<file path="config.mk">
export PLATFORM = sky130hd
export DESIGN_NAME = out_mem_rd_ctrl
export DESIGN_NICKNAME = d
export VERILOG_FILES = /design/src/rtl/out_mem_rd_ctrl_pkg.sv /design/src/rtl/out_skid_buf.sv /design/src/rtl/out_mem_rd_ctrl.sv
export SDC_FILE = /design/constraint.sdc
export NUM_CORES = 2
export LEC_CHECK = 0
export CAP_MARGIN = 30
export CORE_AREA = 2 2 537 539
export CTS_CLUSTER_DIAMETER = 40
export DETAILED_ROUTE_END_ITERATION = 7
export DIE_AREA = 0 0 539 541
export SLEW_MARGIN = 25
export SYNTH_ARGS = -nofsm -noshare
export SYNTH_HDL_FRONTEND = slang
export SYNTH_SLANG_ARGS = --single-unit
</file>
<file path="constraint.sdc">
create_clock -name clk -period 4.31 [get_ports clk]
set_input_delay 0.862 -clock clk [delete_from_list [all_inputs] [get_ports clk]]
set_output_delay 0.862 -clock clk [all_outputs]
set_load 0.05 [all_outputs]
</file>
<file path="src/rtl/out_mem_rd_ctrl_pkg.sv">
// Purpose : shared types for the output-memory readback engine (FSM states, word tags).
// Latency : n/a (types and constants only).
// Backpressure: n/a.
//
// Contents:
//   BUF_DEPTH - depth of the output skid buffer (fixed at 2, sized to cover the
//               1-cycle memory read latency without bubbles)
//   CNT_W     - width of the buffer occupancy count
//   IDX_W     - width of the row / tile-column tags carried with each word
//   state_e   - readback FSM states
//   tag_t     - per-word side information {row, tile_col, last}
package out_mem_rd_ctrl_pkg;

  localparam int BUF_DEPTH = 2;
  localparam int CNT_W     = $clog2(BUF_DEPTH + 1);
  localparam int IDX_W     = 16;

  typedef enum logic [1:0] {
    ST_IDLE   = 2'd0,
    ST_READ   = 2'd1,
    ST_DRAIN  = 2'd2,
    ST_FINISH = 2'd3
  } state_e;

  typedef struct packed {
    logic [IDX_W-1:0] row;
    logic [IDX_W-1:0] tile_col;
    logic             last;
  } tag_t;

  localparam int TAG_W = $bits(tag_t);

endpackage

</file>
<file path="src/rtl/out_skid_buf.sv">
// Purpose : 2-entry FIFO holding {word, tag} between the memory read port and the host.
// Latency : push at edge N is visible at the head (empty_o=0) in the cycle after edge N.
// Backpressure: push is dropped when full unless a pop happens in the same cycle
//               (push+pop on a full buffer keeps occupancy unchanged).
//
// Ports:
//   clk_i, rstn_i         - clock, asynchronous active-low reset (empties the buffer)
//   push_i, push_dat_i    - write request and data
//   pop_i                 - remove head entry (ignored when empty)
//   head_dat_o            - current head entry (all zeros after reset)
//   full_o, empty_o       - occupancy flags
//   count_o               - number of stored entries
module out_skid_buf
  import out_mem_rd_ctrl_pkg::*;
#(
  parameter int W = 8
) (
  input  logic             clk_i,
  input  logic             rstn_i,
  input  logic             push_i,
  input  logic [W-1:0]     push_dat_i,
  input  logic             pop_i,
  output logic [W-1:0]     head_dat_o,
  output logic             full_o,
  output logic             empty_o,
  output logic [CNT_W-1:0] count_o
);

  // Two entries, so single-bit pointers that simply toggle.
  logic [W-1:0]     mem_q [BUF_DEPTH];
  logic             wr_ptr_q;
  logic             rd_ptr_q;
  logic [CNT_W-1:0] cnt_q;
  logic             do_push;
  logic             do_pop;

  assign full_o     = (cnt_q == CNT_W'(BUF_DEPTH));
  assign empty_o    = (cnt_q == '0);
  assign count_o    = cnt_q;
  assign head_dat_o = mem_q[rd_ptr_q];

  assign do_pop  = pop_i && !empty_o;
  // A pop frees the head slot this cycle, so a full buffer may still accept.
  assign do_push = push_i && (!full_o || do_pop);

  always_ff @(posedge clk_i or negedge rstn_i) begin
    if (!rstn_i) begin
      for (int i = 0; i < BUF_DEPTH; i++) begin
        mem_q[i] <= '0;
      end
      wr_ptr_q <= 1'b0;
      rd_ptr_q <= 1'b0;
      cnt_q    <= '0;
    end else begin
      if (do_push) begin
        mem_q[wr_ptr_q] <= push_dat_i;
        wr_ptr_q        <= ~wr_ptr_q;
      end
      if (do_pop) begin
        rd_ptr_q <= ~rd_ptr_q;
      end
      cnt_q <= cnt_q + CNT_W'(do_push) - CNT_W'(do_pop);
    end
  end

endmodule

</file>
<file path="src/rtl/out_mem_rd_ctrl.sv">
// Purpose : walks the output memory banks in address order and streams each SYS_COL-wide word to the host.
// Latency : start at edge 0 -> out_rd_en in cycle 1 -> host_valid in cycle 3; then one word per cycle.
// Backpressure: host valid/ready; reads are credit-limited so issued + buffered never exceeds 2.
//
// Ports:
//   clk, rstn                 - clock, asynchronous active-low reset
//   start                     - 1-cycle pulse, begins readback (ignored while busy)
//   num_in, num_out           - output rows, output columns (num_out multiple of SYS_COL)
//   out_rd_en, out_rd_addr    - per-bank read enable / address (all lanes identical)
//   out_rd_data               - per-bank read data, valid the cycle after out_rd_en
//   host_valid, host_ready    - host-side handshake
//   host_data                 - output word, lane i from bank i
//   host_row, host_tile_col   - position tags of host_data
//   host_last                 - marks the final word of the readback
//   busy, done                - readback in progress / 1-cycle completion pulse
module out_mem_rd_ctrl
  import out_mem_rd_ctrl_pkg::*;
#(
  parameter  int SYS_COL    = 16,
  parameter  int DATA_WIDTH = 16,
  parameter  int ADDR_WIDTH = 16,
  localparam int PSUM_WIDTH = 2 * DATA_WIDTH
) (
  input  logic                  clk,
  input  logic                  rstn,
  input  logic                  start,
  input  logic [DATA_WIDTH-1:0] num_in,
  input  logic [DATA_WIDTH-1:0] num_out,
  output logic [SYS_COL-1:0]    out_rd_en,
  output logic [ADDR_WIDTH-1:0] out_rd_addr [0:SYS_COL-1],
  input  logic [PSUM_WIDTH-1:0] out_rd_data [0:SYS_COL-1],
  output logic                  host_valid,
  input  logic                  host_ready,
  output logic [PSUM_WIDTH-1:0] host_data   [0:SYS_COL-1],
  output logic [DATA_WIDTH-1:0] host_row,
  output logic [DATA_WIDTH-1:0] host_tile_col,
  output logic                  host_last,
  output logic                  busy,
  output logic                  done
);

  localparam int LOG_COL = $clog2(SYS_COL);
  localparam int TOT_W   = 2 * DATA_WIDTH;
  localparam int WORD_W  = SYS_COL * PSUM_WIDTH;
  localparam int BUF_W   = WORD_W + TAG_W;

  state_e                state_q, state_d;
  logic [TOT_W-1:0]      total_q;
  logic [DATA_WIDTH-1:0] ntc_q;
  logic [TOT_W-1:0]      lin_q;
  logic [DATA_WIDTH-1:0] row_q;
  logic [DATA_WIDTH-1:0] tcol_q;
  logic                  pend_q;      // a read was issued last cycle; its data is on out_rd_data now
  tag_t                  pend_tag_q;  // tags belonging to that in-flight read

  logic [DATA_WIDTH-1:0] ntc_in;
  logic                  load;
  logic                  issue;
  logic                  last_addr;
  logic                  host_pop;
  logic                  credit_ok;
  logic [CNT_W:0]        occ;

  logic [WORD_W-1:0]     rd_word;
  logic [WORD_W-1:0]     head_word;
  tag_t                  head_tag;
  tag_t                  issue_tag;
  logic [BUF_W-1:0]      push_dat;
  logic [BUF_W-1:0]      head_dat;
  logic                  buf_full;
  logic                  buf_empty;
  logic [CNT_W-1:0]      buf_cnt;

  assign ntc_in    = num_out >> LOG_COL;
  assign last_addr = (lin_q == total_q - TOT_W'(1));
  assign host_pop  = host_valid && host_ready;

  // Occupancy seen by the issue side: words in the buffer plus the one read in flight.
  assign occ       = {1'b0, buf_cnt} + {{CNT_W{1'b0}}, pend_q};
  // A pop this cycle frees a slot before the in-flight word lands, so issuing
  // is still safe even at full credit; this is what keeps ready=1 bubble-free.
  assign credit_ok = host_pop || (!buf_full && (occ < (CNT_W + 1)'(BUF_DEPTH)));

  always_comb begin
    issue_tag          = '0;
    issue_tag.row      = IDX_W'(row_q);
    issue_tag.tile_col = IDX_W'(tcol_q);
    issue_tag.last     = last_addr;
  end

  // Next-state / control.
  always_comb begin
    state_d = state_q;
    load    = 1'b0;
    issue   = 1'b0;
    unique case (state_q)
      ST_IDLE: begin
        if (start) begin
          load    = 1'b1;
          state_d = ST_READ;
        end
      end
      ST_READ: begin
        // total is only known once latched, so an empty readback is detected
        // here and leaves without issuing anything (done lands 2 cycles after start).
        if (total_q == '0) begin
          state_d = ST_FINISH;
        end else if (credit_ok) begin
          issue = 1'b1;
          if (last_addr) begin
            state_d = ST_DRAIN;
          end
        end
      end
      ST_DRAIN: begin
        // The last word is always the final entry to leave the buffer, so its
        // transfer means the buffer is empty and nothing is in flight.
        if (host_pop && head_tag.last) begin
          state_d = ST_FINISH;
        end
      end
      ST_FINISH: begin
        state_d = ST_IDLE;
      end
      default: begin
        state_d = ST_IDLE;
      end
    endcase
  end

  always_ff @(posedge clk or negedge rstn) begin
    if (!rstn) begin
      state_q    <= ST_IDLE;
      total_q    <= '0;
      ntc_q      <= '0;
      lin_q      <= '0;
      row_q      <= '0;
      tcol_q     <= '0;
      pend_q     <= 1'b0;
      pend_tag_q <= '0;
    end else begin
      state_q <= state_d;
      pend_q  <= issue;
      if (issue) begin
        pend_tag_q <= issue_tag;
      end
      if (load) begin
        // The only multiply; per-word addressing is a plain linear counter.
        total_q <= TOT_W'(num_in) * TOT_W'(ntc_in);
        ntc_q   <= ntc_in;
        lin_q   <= '0;
        row_q   <= '0;
        tcol_q  <= '0;
      end else if (issue) begin
        lin_q <= lin_q + TOT_W'(1);
        if (tcol_q == ntc_q - DATA_WIDTH'(1)) begin
          tcol_q <= '0;
          row_q  <= row_q + DATA_WIDTH'(1);
        end else begin
          tcol_q <= tcol_q + DATA_WIDTH'(1);
        end
      end
    end
  end

  assign out_rd_en = {SYS_COL{issue}};

  always_comb begin
    for (int i = 0; i < SYS_COL; i++) begin
      out_rd_addr[i] = ADDR_WIDTH'(lin_q);
    end
  end

  // Lane i of the word occupies bits [i*PSUM_WIDTH +: PSUM_WIDTH].
  always_comb begin
    rd_word = '0;
    for (int i = 0; i < SYS_COL; i++) begin
      rd_word[i*PSUM_WIDTH +: PSUM_WIDTH] = out_rd_data[i];
    end
  end

  assign push_dat = {rd_word, pend_tag_q};

  out_skid_buf #(
    .W (BUF_W)
  ) u_skid (
    .clk_i      (clk),
    .rstn_i     (rstn),
    .push_i     (pend_q),
    .push_dat_i (push_dat),
    .pop_i      (host_pop),
    .head_dat_o (head_dat),
    .full_o     (buf_full),
    .empty_o    (buf_empty),
    .count_o    (buf_cnt)
  );

  assign {head_word, head_tag} = head_dat;

  always_comb begin
    for (int i = 0; i < SYS_COL; i++) begin
      host_data[i] = head_word[i*PSUM_WIDTH +: PSUM_WIDTH];
    end
  end

  assign host_valid    = !buf_empty;
  assign host_row      = DATA_WIDTH'(head_tag.row);
  assign host_tile_col = DATA_WIDTH'(head_tag.tile_col);
  // Gated so a stale head entry can never show last without valid.
  assign host_last     = host_valid && head_tag.last;
  assign busy          = (state_q != ST_IDLE);
  assign done          = (state_q == ST_FINISH);

endmodule
</file>
# --- Word-level counts from Yosys, hierarchy flattened ---
# Cells that the tools add are included.
word_totals:
  ff_bits: 1238
  inputBits: 548
classes:
  n_addsub: 8
  multipliers: 1
  n_lt_le_gt_ge: 4
  n_eq_ne: 10
  muxes: 25
  bitwise: 4
  n_reduce_logical: 19
ops:
  columns: ["op", "n"]
  rows:
  - ["two-way mux 545 bit", 4]
  - ["bitwise mux 1090 bit", 1]
  - ["demux 545 bit (select 1 bit)", 1]
  - ["two-way mux 16 bit", 6]
  - ["two-way mux 32 bit", 2]
  - ["adder 16 x 1 -> 16 bit, second input constant", 2]
  - ["adder 32 x 1 -> 32 bit, second input constant", 1]
  - ["equality test 32 bit", 1]
  - ["zero test 32 bit", 1]
  - ["subtractor 32 x 1 -> 32 bit, second input constant", 1]
  - ["multiplier 16 x 12 -> 28 bit", 1]
  - ["equality test 16 bit", 1]
  - ["subtractor 12 x 1 -> 13 bit, second input constant", 1]
  - ["two-way mux 2 bit", 5]
  - ["case mux 2 bit (4 select lines)", 1]
  - ["logical AND 1 bit", 7]
  - ["equality test 2 bit, second input constant", 3]
  - ["inequality test 3 bit, second input constant", 2]
  - ["nonzero test 2 bit", 3]
  - ["two-way mux 1 bit", 5]
  - ["greater-or-equal comparator 2 bit, second input constant", 2]
  - ["zero test 2 bit", 2]
  - ["inequality test 2 bit, second input constant", 2]
  - ["inverter 1 -> 2 bit", 2]
  - ["other kinds (11)", 14]

# --- Depth between registers and ports, before layout ---
depth:
  ltp_word: 9
  mapped_depth: 23
  ltp_nobuf: 21

# --- Cells and area by module ---
# From an unflattened synthesis, not the netlist that was laid out.
hier_totals:
  hier_cells: 4813
  hier_area_um2: 62961.6
by_module_without_submodules:
  columns: ["module", "n_inst", "cells_per_inst", "area_per_inst_um2", "seq_area_each_um2"]
  rows:
  - ["out_skid_buf", 1, 2928, 47096.4, 27376.3]
  - ["out_mem_rd_ctrl", 1, 1885, 15865.2, 3503.4]

# --- Worst setup path after synthesis ---
# No wires, ideal clock.
synth_path:
  kind: "input to register"
  startpoint: "input port num_out[7]"
  endpoint: "register total_q[27]"
  setup_ns: 0.087
  t_arrival_ns: 5.901
  t_required_ns: 4.223
  slack_ns: -1.677
  path_stages: 20
  path_cell_list: "clkbuf_1 > clkbuf_1 > nand2_1 > fa_1 > fa_1 > fa_1 > inv_1 > fa_1 > inv_1 > fa_1 > inv_1 > ha_1 > and3_1 > o21ai_0 > o21ai_0 > nand4_1 > a311oi_1 > a41o_1 > o2111ai_1 > o211ai_1"
synth_via:
  elab_chain_len: 1
synth_rtl:
  columns: ["element", "line_no", "rtl"]
  rows:
  - ["from (decl)", "out_mem_rd_ctrl.sv:28", "input logic [DATA_WIDTH-1:0] num_out,"]
  - ["multiplier 16 x 12 -> 28 bit", "out_mem_rd_ctrl.sv:149", "total_q <= TOT_W'(num_in) * TOT_W'(ntc_in);"]
  - ["to (signal assigned)", "out_mem_rd_ctrl.sv:149", null]
  - ["to (decl)", "out_mem_rd_ctrl.sv:48", "logic [TOT_W-1:0] total_q;"]
# No other way between the ends.
# A chain may end at the register's enable or synchronous reset.

# --- Final worst setup path ---
layout_path:
  startpoint: "input port num_in[8]"
  endpoint: "register total_q[26]"
layout_via:
  elab_chain_len: 1
layout_rtl:
  columns: ["element", "line_no", "rtl"]
  rows:
  - ["from (decl)", "out_mem_rd_ctrl.sv:27", "input logic [DATA_WIDTH-1:0] num_in,"]
  - ["multiplier 16 x 12 -> 28 bit", "out_mem_rd_ctrl.sv:149", null]
# No other way between the ends.

==> reports/results.ini <==
[sta]
min_period_ns=4.962
setup_violations=15
slew_violations=0
final-hold-violation-count=0
period_share_pct=115.1
rsz0062_at_grt=true
setup-tns-final_ns=-5.221
tightestPinTransition_ns=1.038
finClkSkew_ns=0.07858
relSlewSlack_pct=30.82
finalWorstSetupSlack_ns=-0.6523
fmax_mhz=201.5

[synth]
yosys.area.top_type=dfrtp_1
ys_ff_latch=1234
synth_area_um2=62230
synthFlopType=dfrtp_1
syn_nets=5566
avgSynthCellArea_um2=12.97
ys_types=67
synth_top_area_share_pct=49.62
synth_enable_flop_cells=0
synth_area_leaders=dfrtp_1, mux2_2, fa_1
synth_warnings=0
yosysSeqAreaShare_pct=49.62
ys_async_sr_fraction_pct=100.0
synth_cells=4800

[worst_setup_path]
reg2reg_slack_ns=0.36
worst_setup_path_start_kind=input pin
crit_fanout=5
worst-setup-path-type=in2reg
cp-end-kind=register
worst_ep_required_time_ns=5.00
cp.arrival_ns=5.65

[outcome]
status=finished with violations
violations=setup timing

[global_route]
grt_pass1_vias=45455
overflow=0
grt_usage_pct=14.85
grt_pass1_wl_um=322600
antenna_found_initial=117
grt_start_max_net_pins=123

[cells_and_area]
instances_no_fill=10180
fillCellCount=28499
fin_nets=6925
final_area_um2=89380
regArea_um2=30880
multi_input_area_um2=28210
area_growth_pct=43.62
drive_gt1_share_pct=43.23

[detailed_routing]
drt-initial-drc-count=2354
drt-pass1-iter-count=5
vias=42956
antenna_left=0
drt_wl_total_um=225000
drcViolationCount=0
wire_per_inst_um=22.11
via_per_inst=4.220

[clock_network]
cts_tree=done
cts_sinks=1234
cts-buffers-inserted=235
cts_root_buf=clkbuf_16
clock_latency_ns=0.90
clockBufferDepth=4
cts_htree_levels=4
clk_pin_slew_ns=0.05

[pwr]
irDropWorstVdd_mv=0.6968
power_density_nw_per_um2=1006
leakagePower_nw=38.09

[placed_design]
place_congestion=0.8853
dpl.cell_count=9662
port_buffers=1363
dp_hpwl_um=173100
placed_area_um2=79520
preCtsSetupSlack_ns=-2.087

[worst_hold_path]
hold_path_class=reg2reg

[floorplanning]
ios=1368
die_w_um=539
start_util_pct=21.73
die_area_um2=291600
die_y_um=541
row_count=197
core_area_um2=286400

[flow_run]
maxCapViolCount=0

==> power breakdown <==
group,switching [mW],total [mW],internal (mW)
Sequential,2.61,19.6,17.0
Clock,6.67,20.1,13.4
Combinational,30.2,50.2,20.0
Total,39.5,89.9,50.4
==> cells by family after synthesis <==
kind of cell | after synthesis | share of synthesized area [%]
AO/OA/AOI/OAI | 189 | 1.926
XOR/XNOR | 112 | 1.576
adder cells (fa/ha/maj) | 218 | 6.072
buffers and inverters | 740 | 6.118
flip-flops | 1234 | 49.62
multiplexers | 1640 | 29.67
AND/OR/NAND/NOR | 667 | 5.020
==> cells in the final DEF (no fill, tap or decap), types with 21 or more instances in the layout <==
| cell | Yosys | layout |
|---|---|---|
| a21o_1 | 22 | 22 |
| buf_12 | 0 | 43 |
| and2_1 | 66 | 52 |
| nand3_1 | 28 | 27 |
| ha_1 | 78 | 62 |
| fa_1 | 140 | 121 |
| clkbuf_8 | 0 | 27 |
| xnor2_1 | 71 | 68 |
| a21oi_1 | 51 | 45 |
| clkdlybuf4s50_1 | 0 | 1096 |
| clkbuf_16 | 0 | 236 |
| inv_1 | 208 | 189 |
| dfrtp_1 | 1234 | 1233 |
| nor3_1 | 32 | 30 |
| clkinv_2 | 0 | 26 |
| clkinvlp_4 | 0 | 32 |
| mux2_2 | 1636 | 1636 |
| o21ai_0 | 53 | 39 |
| diode_2 | 0 | 38 |
| or3_1 | 23 | 22 |
| bufinv_16 | 0 | 48 |
| buf_4 | 272 | 449 |
| nor2_1 | 70 | 68 |
| clkinv_4 | 0 | 21 |
| xor2_1 | 41 | 41 |
| buf_6 | 1 | 43 |
| nand2_1 | 345 | 325 |
==> layout make-up <==
type / count / area share, %
diodes: 38 / 0.1064
well taps: 3781 / 5.293
clock inverters: 156 / 2.684
inverters: 209 / 0.8777
clock buffers: 283 / 7.107
multi-input cells: 2826 / 31.56
flip-flops and latches: 1234 / 34.55
repair buffers: 1653 / 17.81
==> per-stage QoR <==
| step | util, % | total power, mW | hold slack [ns] |
|---|---|---|---|
| floorplan | - | 51.35 | 0.4543 |
| global placement | 27.76 | 67.65 | 0.4802 |
| detailed placement | 27.76 | 68.42 | 0.4867 |
| CTS | 31.06 | 90.24 | 0.4974 |
| global route | 31.18 | 93.97 | 0.5051 |
| finish | 31.21 | 89.87 | 0.4947 |
==> synth_stat cells, drive strengths merged (4+ instances only) <==
| master | instances |
|---|---|
| buf | 277 |
| a21oi | 51 |
| a211oi | 4 |
| o21bai | 5 |
| or2 | 6 |
| and2 | 66 |
| or3 | 23 |
| a31oi | 4 |
| o21a | 5 |
| clkbuf | 254 |
| o2111ai | 4 |
| xor2 | 41 |
| o21ai | 53 |
| nand3 | 28 |
| nor3 | 32 |
| a2111oi | 4 |
| nand2b | 15 |
| and3 | 14 |
| nor2b | 6 |
| o311ai | 4 |
| a21o | 22 |
| nor2 | 70 |
| o211ai | 4 |
| or4 | 13 |
| ha | 78 |
| fa | 140 |
| o31ai | 4 |
| nand4 | 17 |
| inv | 209 |
| dfrtp | 1234 |
| xnor2 | 71 |
| nand2 | 345 |
| mux2 | 1637 |
| nor4 | 20 |
==> sequential cells by signal, indices dropped and copies added, names as in the netlist <==
signal / cells
state_q: 2
tcol_q: 16
row_q: 16
pend_tag_q: 33
u_skid.rd_ptr_q: 1
u_skid.wr_ptr_q: 1
u_skid.mem_q: 1090
lin_q: 32
ntc_q: 12
pend_q: 1
total_q: 28
u_skid.count_o: 2
==> per-layer routing <==
layer	share of wire, %	track usage [%]	vias up
met5	0.27	0	-
met4	2.8	4.298	90
met3	9.2	5.965	434
met2	45	23.18	1470
met1	43	18.78	21862
li1	-	-	19100
==> final timing paths <==
kind | start | cells past startpoint | endpoint
setup / recovery | num_in[8] | 21 | total_q[26]$_DFFE_PN0P_
hold / removal | u_skid.mem_q[144]$_DFFE_PN0P_ | 1 | u_skid.mem_q[144]$_DFFE_PN0P_
setup reg to reg | ntc_q[4]$_DFFE_PN0P_ | 10 | tcol_q[3]$_DFFE_PN0P_
hold reg to reg | u_skid.mem_q[144]$_DFFE_PN0P_ | 1 | u_skid.mem_q[144]$_DFFE_PN0P_
max in group asynchronous | rstn | 3 | u_skid.mem_q[281]$_DFFE_PN0P_
min in group asynchronous | rstn | 2 | u_skid.mem_q[1042]$_DFFE_PN0P_
==> worst max-delay path, cell delays in order <==
cell      delay [ns]
buf_6           0.09
buf_8           0.12
buf_6           0.12
nand2_4         0.04
fa_1            0.45
fa_1            0.54
inv_2           0.05
fa_1            0.47
fa_1            0.51
inv_2           0.04
fa_1            0.48
inv_2           0.04
ha_4            0.27
and3_4          0.18
a21boi_4        0.19
o221ai_2        0.13
o211a_1         0.28
nor4_4          0.31
o31a_1          0.20
nor3_1          0.07
o31ai_2         0.20
==> what timing repair did <==
| action | CTS | global route |
|---|---|---|
| endpoints found under the hold margin | 9 | 0 |
| setup endpoints to repair | 34 | 35 |
| cloned | 3 | 0 |
| hold buffers | 1 | 0 |
| resized for setup | 204 | 102 |
| pin swaps | 78 | 88 |
| buffers inserted | 35 | 10 |
(Power assumes the default switching activity.)
